File: src/rtl/shufflenetv2_mul_pkg.sv
// Shared sizing helpers for the pipelined multiplier: product width and result range bounds.
// Pure constant functions, no logic.
// Not applicable (no handshake).
package shufflenetv2_mul_pkg;

    function automatic int prod_width(input int w0, input int w1);
        return w0 + w1;
    endfunction

    function automatic logic signed [63:0] out_max(input int w, input bit sgn);
        return sgn ? (64'sd1 <<< (w - 1)) - 64'sd1 : (64'sd1 <<< w) - 64'sd1;
    endfunction

    function automatic logic signed [63:0] out_min(input int w, input bit sgn);
        return sgn ? -(64'sd1 <<< (w - 1)) : 64'sd0;
    endfunction

endpackage

File: src/rtl/shufflenetv2_mul_round_sat.sv
// Rounds the full-width product by FRAC_BITS and clamps or truncates it to DOUT_WIDTH.
// Purely combinational, zero latency.
// No handshake; the enclosing pipeline stage owns flow control.
module shufflenetv2_mul_round_sat
    import shufflenetv2_mul_pkg::*;
#(
    parameter int PW         = 22,
    parameter int DOUT_WIDTH = 22,
    parameter bit RES_SIGNED = 1'b0,
    parameter int FRAC_BITS  = 0,
    parameter int SATURATE   = 0
) (
    input  logic [PW-1:0]         prod,
    output logic [DOUT_WIDTH-1:0] dout,
    output logic                  ovf
);
    // Two guard bits: one for unsigned-as-signed, one so the rounding add cannot wrap.
    localparam int SW = PW + 2;
    localparam logic signed [63:0] MAXV = out_max(DOUT_WIDTH, RES_SIGNED);
    localparam logic signed [63:0] MINV = out_min(DOUT_WIDTH, RES_SIGNED);
    localparam logic [SW-1:0] HALF = (SW'(1) << FRAC_BITS) >> 1;

    logic signed [SW-1:0] p_w;
    logic signed [SW-1:0] sum;
    logic signed [SW-1:0] r;
    logic signed [63:0]   r64;
    logic                 hi;
    logic                 lo;

    always_comb begin
        p_w  = {{2{RES_SIGNED && prod[PW-1]}}, prod};
        sum  = p_w + HALF;
        r    = sum >>> FRAC_BITS;
        r64  = {{(64-SW){r[SW-1]}}, r};
        hi   = r64 > MAXV;
        lo   = r64 < MINV;
        // Out of range is exactly "upper bits are not an extension of dout", so one test serves both modes.
        ovf  = hi || lo;
        dout = r[DOUT_WIDTH-1:0];
        if (SATURATE != 0 && hi) begin
            dout = MAXV[DOUT_WIDTH-1:0];
        end else if (SATURATE != 0 && lo) begin
            dout = MINV[DOUT_WIDTH-1:0];
        end
    end

endmodule

File: src/rtl/shufflenetv2_mul_pipe.sv
// Pipelined multiplier with rounding and optional saturation.
// Latency NUM_STAGE cycles; multiply in the first stage, round/saturate into the last.
// Whole pipe stalls together when the output is held; in_ready = !out_valid | out_ready.
module shufflenetv2_mul_pipe
    import shufflenetv2_mul_pkg::*;
#(
    parameter int DIN0_WIDTH = 12,
    parameter int DIN1_WIDTH = 10,
    parameter int DOUT_WIDTH = 22,
    parameter int NUM_STAGE  = 3,
    parameter int SIGNED0    = 0,
    parameter int SIGNED1    = 0,
    parameter int FRAC_BITS  = 0,
    parameter int SATURATE   = 0
) (
    input  logic                  clk,
    input  logic                  reset,
    input  logic [DIN0_WIDTH-1:0] din0,
    input  logic [DIN1_WIDTH-1:0] din1,
    input  logic                  in_valid,
    output logic                  in_ready,
    output logic [DOUT_WIDTH-1:0] dout,
    output logic                  ovf,
    output logic                  out_valid,
    input  logic                  out_ready
);
    localparam int PW = prod_width(DIN0_WIDTH, DIN1_WIDTH);
    localparam bit RES_SIGNED = (SIGNED0 != 0) || (SIGNED1 != 0);

    logic                  adv;
    logic [NUM_STAGE-1:0]  vld;
    logic signed [PW-1:0]  a_ext;
    logic signed [PW-1:0]  b_ext;
    logic [PW-1:0]         prod_c;
    logic [PW-1:0]         rs_prod;
    logic [DOUT_WIDTH-1:0] rs_dout;
    logic                  rs_ovf;

    assign out_valid = vld[NUM_STAGE-1];
    assign adv       = !out_valid || out_ready;
    assign in_ready  = adv;

    // The true product always fits in PW bits, so a PW-bit signed multiply is exact.
    always_comb begin
        a_ext  = {{(PW-DIN0_WIDTH){(SIGNED0 != 0) && din0[DIN0_WIDTH-1]}}, din0};
        b_ext  = {{(PW-DIN1_WIDTH){(SIGNED1 != 0) && din1[DIN1_WIDTH-1]}}, din1};
        prod_c = a_ext * b_ext;
    end

    generate
        if (NUM_STAGE == 1) begin : g_single
            assign rs_prod = prod_c;
        end else begin : g_multi
            logic [PW-1:0] pipe [NUM_STAGE-1];
            always_ff @(posedge clk) begin
                if (reset) begin
                    for (int i = 0; i < NUM_STAGE - 1; i++) pipe[i] <= '0;
                end else if (adv) begin
                    pipe[0] <= prod_c;
                    for (int i = 1; i < NUM_STAGE - 1; i++) pipe[i] <= pipe[i-1];
                end
            end
            assign rs_prod = pipe[NUM_STAGE-2];
        end
    endgenerate

    shufflenetv2_mul_round_sat #(
        .PW         (PW),
        .DOUT_WIDTH (DOUT_WIDTH),
        .RES_SIGNED (RES_SIGNED),
        .FRAC_BITS  (FRAC_BITS),
        .SATURATE   (SATURATE)
    ) u_round_sat (
        .prod (rs_prod),
        .dout (rs_dout),
        .ovf  (rs_ovf)
    );

    always_ff @(posedge clk) begin
        if (reset) begin
            vld  <= '0;
            dout <= '0;
            ovf  <= 1'b0;
        end else if (adv) begin
            vld[0] <= in_valid;
            for (int i = 1; i < NUM_STAGE; i++) vld[i] <= vld[i-1];
            dout <= rs_dout;
            ovf  <= rs_ovf;
        end
    end

endmodule

File: config.mk
export PLATFORM = sky130hd
export DESIGN_NAME = shufflenetv2_mul_pipe
export DESIGN_NICKNAME = d
export VERILOG_FILES = /design/src/rtl/shufflenetv2_mul_pkg.sv /design/src/rtl/shufflenetv2_mul_round_sat.sv /design/src/rtl/shufflenetv2_mul_pipe.sv
export SDC_FILE = /design/constraint.sdc
export NUM_CORES = 1
export LEC_CHECK = 0
export BUFFER_PORTS_ARGS = -buffer_cell sky130_fd_sc_hd__buf_2
export CAP_MARGIN = 20
export CORE_MARGIN = 2
export CORE_UTILIZATION = 59
export CTS_CLUSTER_DIAMETER = 50
export CTS_CLUSTER_SIZE = 25
export DETAILED_ROUTE_END_ITERATION = 10
export PLACE_DENSITY_LB_ADDON = 0.15
export SYNTH_ARGS = -nofsm -noshare
export SYNTH_HDL_FRONTEND = slang
export SYNTH_HIERARCHICAL = 1
export SYNTH_SLANG_ARGS = --single-unit
File: constraint.sdc
create_clock -name clk -period 7.2 [get_ports clk]
set_input_delay 0.72 -clock clk [delete_from_list [all_inputs] [get_ports clk]]
set_output_delay 0.72 -clock clk [all_outputs]
set_load 0.005 [all_outputs]
==> key figures <==
Status
  • Status: complete, no violations

STA
  • Fmax achieved: 188.8 MHz
  • Clock Skew: 4.278 ps
  • Fin. Hold Viols: 0
  • Fin crit share: 73.57%
  • Worst setup margin: 1903 ps
  • RSZ-0062 raised after global routing: no
  • Rel. slew slack: 28.76%
  • Worst-Margin Slew: 1064 ps
  • Setup TNS: 0 ps
  • Fin. max-slew vios: 0
  • Final min period: 5297 ps
  • Final setup viols: 0

Logic synthesis
  • Synth area leader: fa_1
  • Syn_area_per_cell: 9.567 sq um
  • Area share of the largest cell type after synthesis: 23.45%
  • Top post-synthesis cells by area: fa_1, edfxtp_1, ha_1, and2_1, dfxtp_1
  • Ys Warns: 6
  • Top-count cell post-synth: nand2_1
  • Post-synthesis instance area: 6659 sq um
  • Top_reg_cell synth: edfxtp_1
  • Netlist cell types: 45
  • Post-synth top cells: nand2_1, and2_1, inv_1, fa_1, ha_1
  • EDFF count, synth: 44
  • Synthesized Nets: 857
  • Post-synthesis cell count: 696
  • Ys async rst share: 0%
  • Sequential area share after synthesis: 27.66%
  • Number of synthesized register bits: 70

Worst setup path
  • Top Family by Delay on Critical Path: adder cells
  • Reg-to-reg startpoint: vld[2]
  • Worst-path maximum fanout: 12
  • CP startpoint kind: primary input
  • CP peak stage delay: 540 ps
  • CP Capture Type: flop
  • Critical path class: primary input to flop
  • Critical path arrival: 5340 ps
  • CP Cell Sequence: buf_2 -> nand2_1 -> fa_1 -> fa_1 -> inv_1 -> fa_1 -> fa_1 -> inv_1 -> fa_1 -> inv_1 -> ha_1 -> nand2_1 -> nand2_1 -> a2111oi_0 -> nor2_1 -> nor3_1 -> nor3b_2
  • Slowest cell on crit path: fa_1
  • Worst EP required: 7250 ps
  • CP most frequent cell: fa_1
  • CP startpoint: din1[9]
  • Buf/Inv on CP: 4

Clocking
  • Root Driver: clkbuf_16
  • PostCTS Resize Cnt: 0
  • TritonCTS Buffers: 9
  • Clock Sinks: 70
  • Post-CTS Setup Repair Bufs: 0
  • # hold bufs at CTS: 0
  • CTS tree: yes
  • Clock transition at path regs: 50 ps
  • CTS Buffer Depth: 2
  • H-tree depth: 3
  • Worst-Skew Late Latency: 320 ps

GRT
  • Total GRT Usage: 22.69%
  • Global-route wire length before repair: 21.12 mm
  • Grt ovf: 0
  • Vias in the first global route: 4565
  • Initial antenna violation count: 0
  • Largest net degree at the start of global routing: 45

Placed design
  • Pre-CTS setup slack: 1602 ps
  • Dpl cell area: 6808 sq um
  • Number of I/O port buffers: 50
  • HPWL after detailed placement: 9.798 mm
  • GPL Wtd Cong: 0.9187

Cells and area
  • Layout cells sized above 1: 11.28%
  • Design area: 7119 sq um
  • Nets@finish: 865
  • # diodes: 0
  • Area growth syn-to-layout: 6.915%

Pwr
  • Worst vdd ir: 0.0002226 V
  • Combinational share of power: 60.9%
  • Switch Pwr: 1.107 mW
  • PD cells: 361.5 nW/um^2
  • P_int: 1.467 mW
  • Net Sw Frac: 42.99%
  • Leakage power: 3.424 nW
  • Share of power burned in registers: 21.8%
  • Clk pwr share: 17.4%

Run
  • Max Cap Viol: 0

Detailed routing
  • Vias/cell: 5.180
  • Drt wl/cell: 14.63 um
  • Detailed Route WL: 12.42 mm
  • Iter 0 DRT Violations: 266
  • DRC viols: 0
  • Post-DRT Antenna Nets: 0
  • First-pass DRT Iterations: 4
  • Routed via count: 4398

Floorplan
  • Die area: 12150 sq um
  • Chip Height: 110.2 um
  • Width of the die: 110.2 um
  • Starting Density: 60.89%
  • FP Rows: 38
  • Total core area: 10940 sq um
  • I/O pin cnt: 51

Min path
  • Worst min path class: flop to flop
  • Min-delay src: dout[13]
power by group through the flow:
| stage | sequential, mW | clock, mW | combinational (mW) |
|---|---|---|---|
| floorplan | 0.565 | 0 | 1.28 |
| global placement | 0.565 | 0 | 1.54 |
| detailed placement | 0.569 | 0 | 1.57 |
| CTS | 0.561 | 0.458 | 1.58 |
| global route | 0.568 | 0.473 | 1.82 |
| finish | 0.560 | 0.447 | 1.57 |
layer usage:
metal	global-route usage, %	part of all wire [%]	up-vias
met5	0	0	-
met4	7.500	1.8	0
met3	3.527	3.9	16
met2	39.09	48	96
met1	29.39	46	2096
li1	-	-	2190
tightest hold or removal path, delay by kind of cell, from the launching register on:
family | cells | cell delay [ps]
flops | 1 | 300
simple gates | 1 | 50
compound gates | 1 | 50
placed cells by master (no fill, tap or decap), types with 2 or more instances in the layout:
cell type  synthesis  final
dfxtp_1           26     26
clkbuf_1          28      2
and2_1            97     97
o21bai_1           2      2
nor2_1            26     26
edfxtp_1          44     44
a41oi_1            2      2
o21ai_0            5      5
nor3_1             4      4
and3_1             2      2
xnor2_1           11     11
a21o_1             5      5
ha_1              57     57
nand2_1          112    112
fa_1              78     78
nand3_1            4      4
nor3b_2            2      2
a21oi_1           42     42
clkbuf_16          0     10
buf_2              3     50
o21a_1             3      3
buf_4             23      2
o21ai_1            4      4
o31ai_1            4      4
a21oi_2            2      2
clkinv_2           0      2
inv_1             85     85
xor2_1             4      4
through the flow:
step | total power [mW] | std cells | util (%) | hold slack, ps
finish | 2.574 | 849 | 65.10 | 445.3
global route | 2.858 | 849 | 65.10 | 466.1
CTS | 2.598 | 849 | 65.10 | 447.0
detailed placement | 2.136 | 833 | 62.25 | 440.6
global placement | 2.109 | 833 | 62.25 | 436.1
floorplan | 1.844 | 696 | - | 432.1
kinds of logic after synthesis:
group | count (synthesis) | synth area share [%]
flip-flops | 70 | 27.66
AND/OR/NAND/NOR | 254 | 18.71
other | 1 | 0.05632
adder cells (fa/ha/maj) | 135 | 34.16
buffers and inverters | 141 | 9.301
AO/OA/AOI/OAI | 80 | 8.136
XOR/XNOR | 15 | 1.973
registers in the layout, summed over array words and instances (netlist names):
name,count
dout,22
vld,3
ovf,1
g_multi.pipe,44
final timing paths:
kind,endpoint,slack (ps),cells past startpoint
hold / removal,dout[13],450,2
setup / recovery,g_multi.pipe[0][18],1900,17
hold reg to reg,dout[13],450,2
setup reg to reg,g_multi.pipe[0][17],4640,6
final cells by class:
cell class	count	area, sq um
Inverter	86	322.8
Sequential cell	70	1842
Clock inverter	3	40.04
Timing Repair Buffer	52	265.3
Clock buffer	13	271.5
Fill cell	934	3816
Multi-Input combinational cell	485	4203
Tap cell	140	175.2
Note: power is estimated with default switching activity, not from simulation.
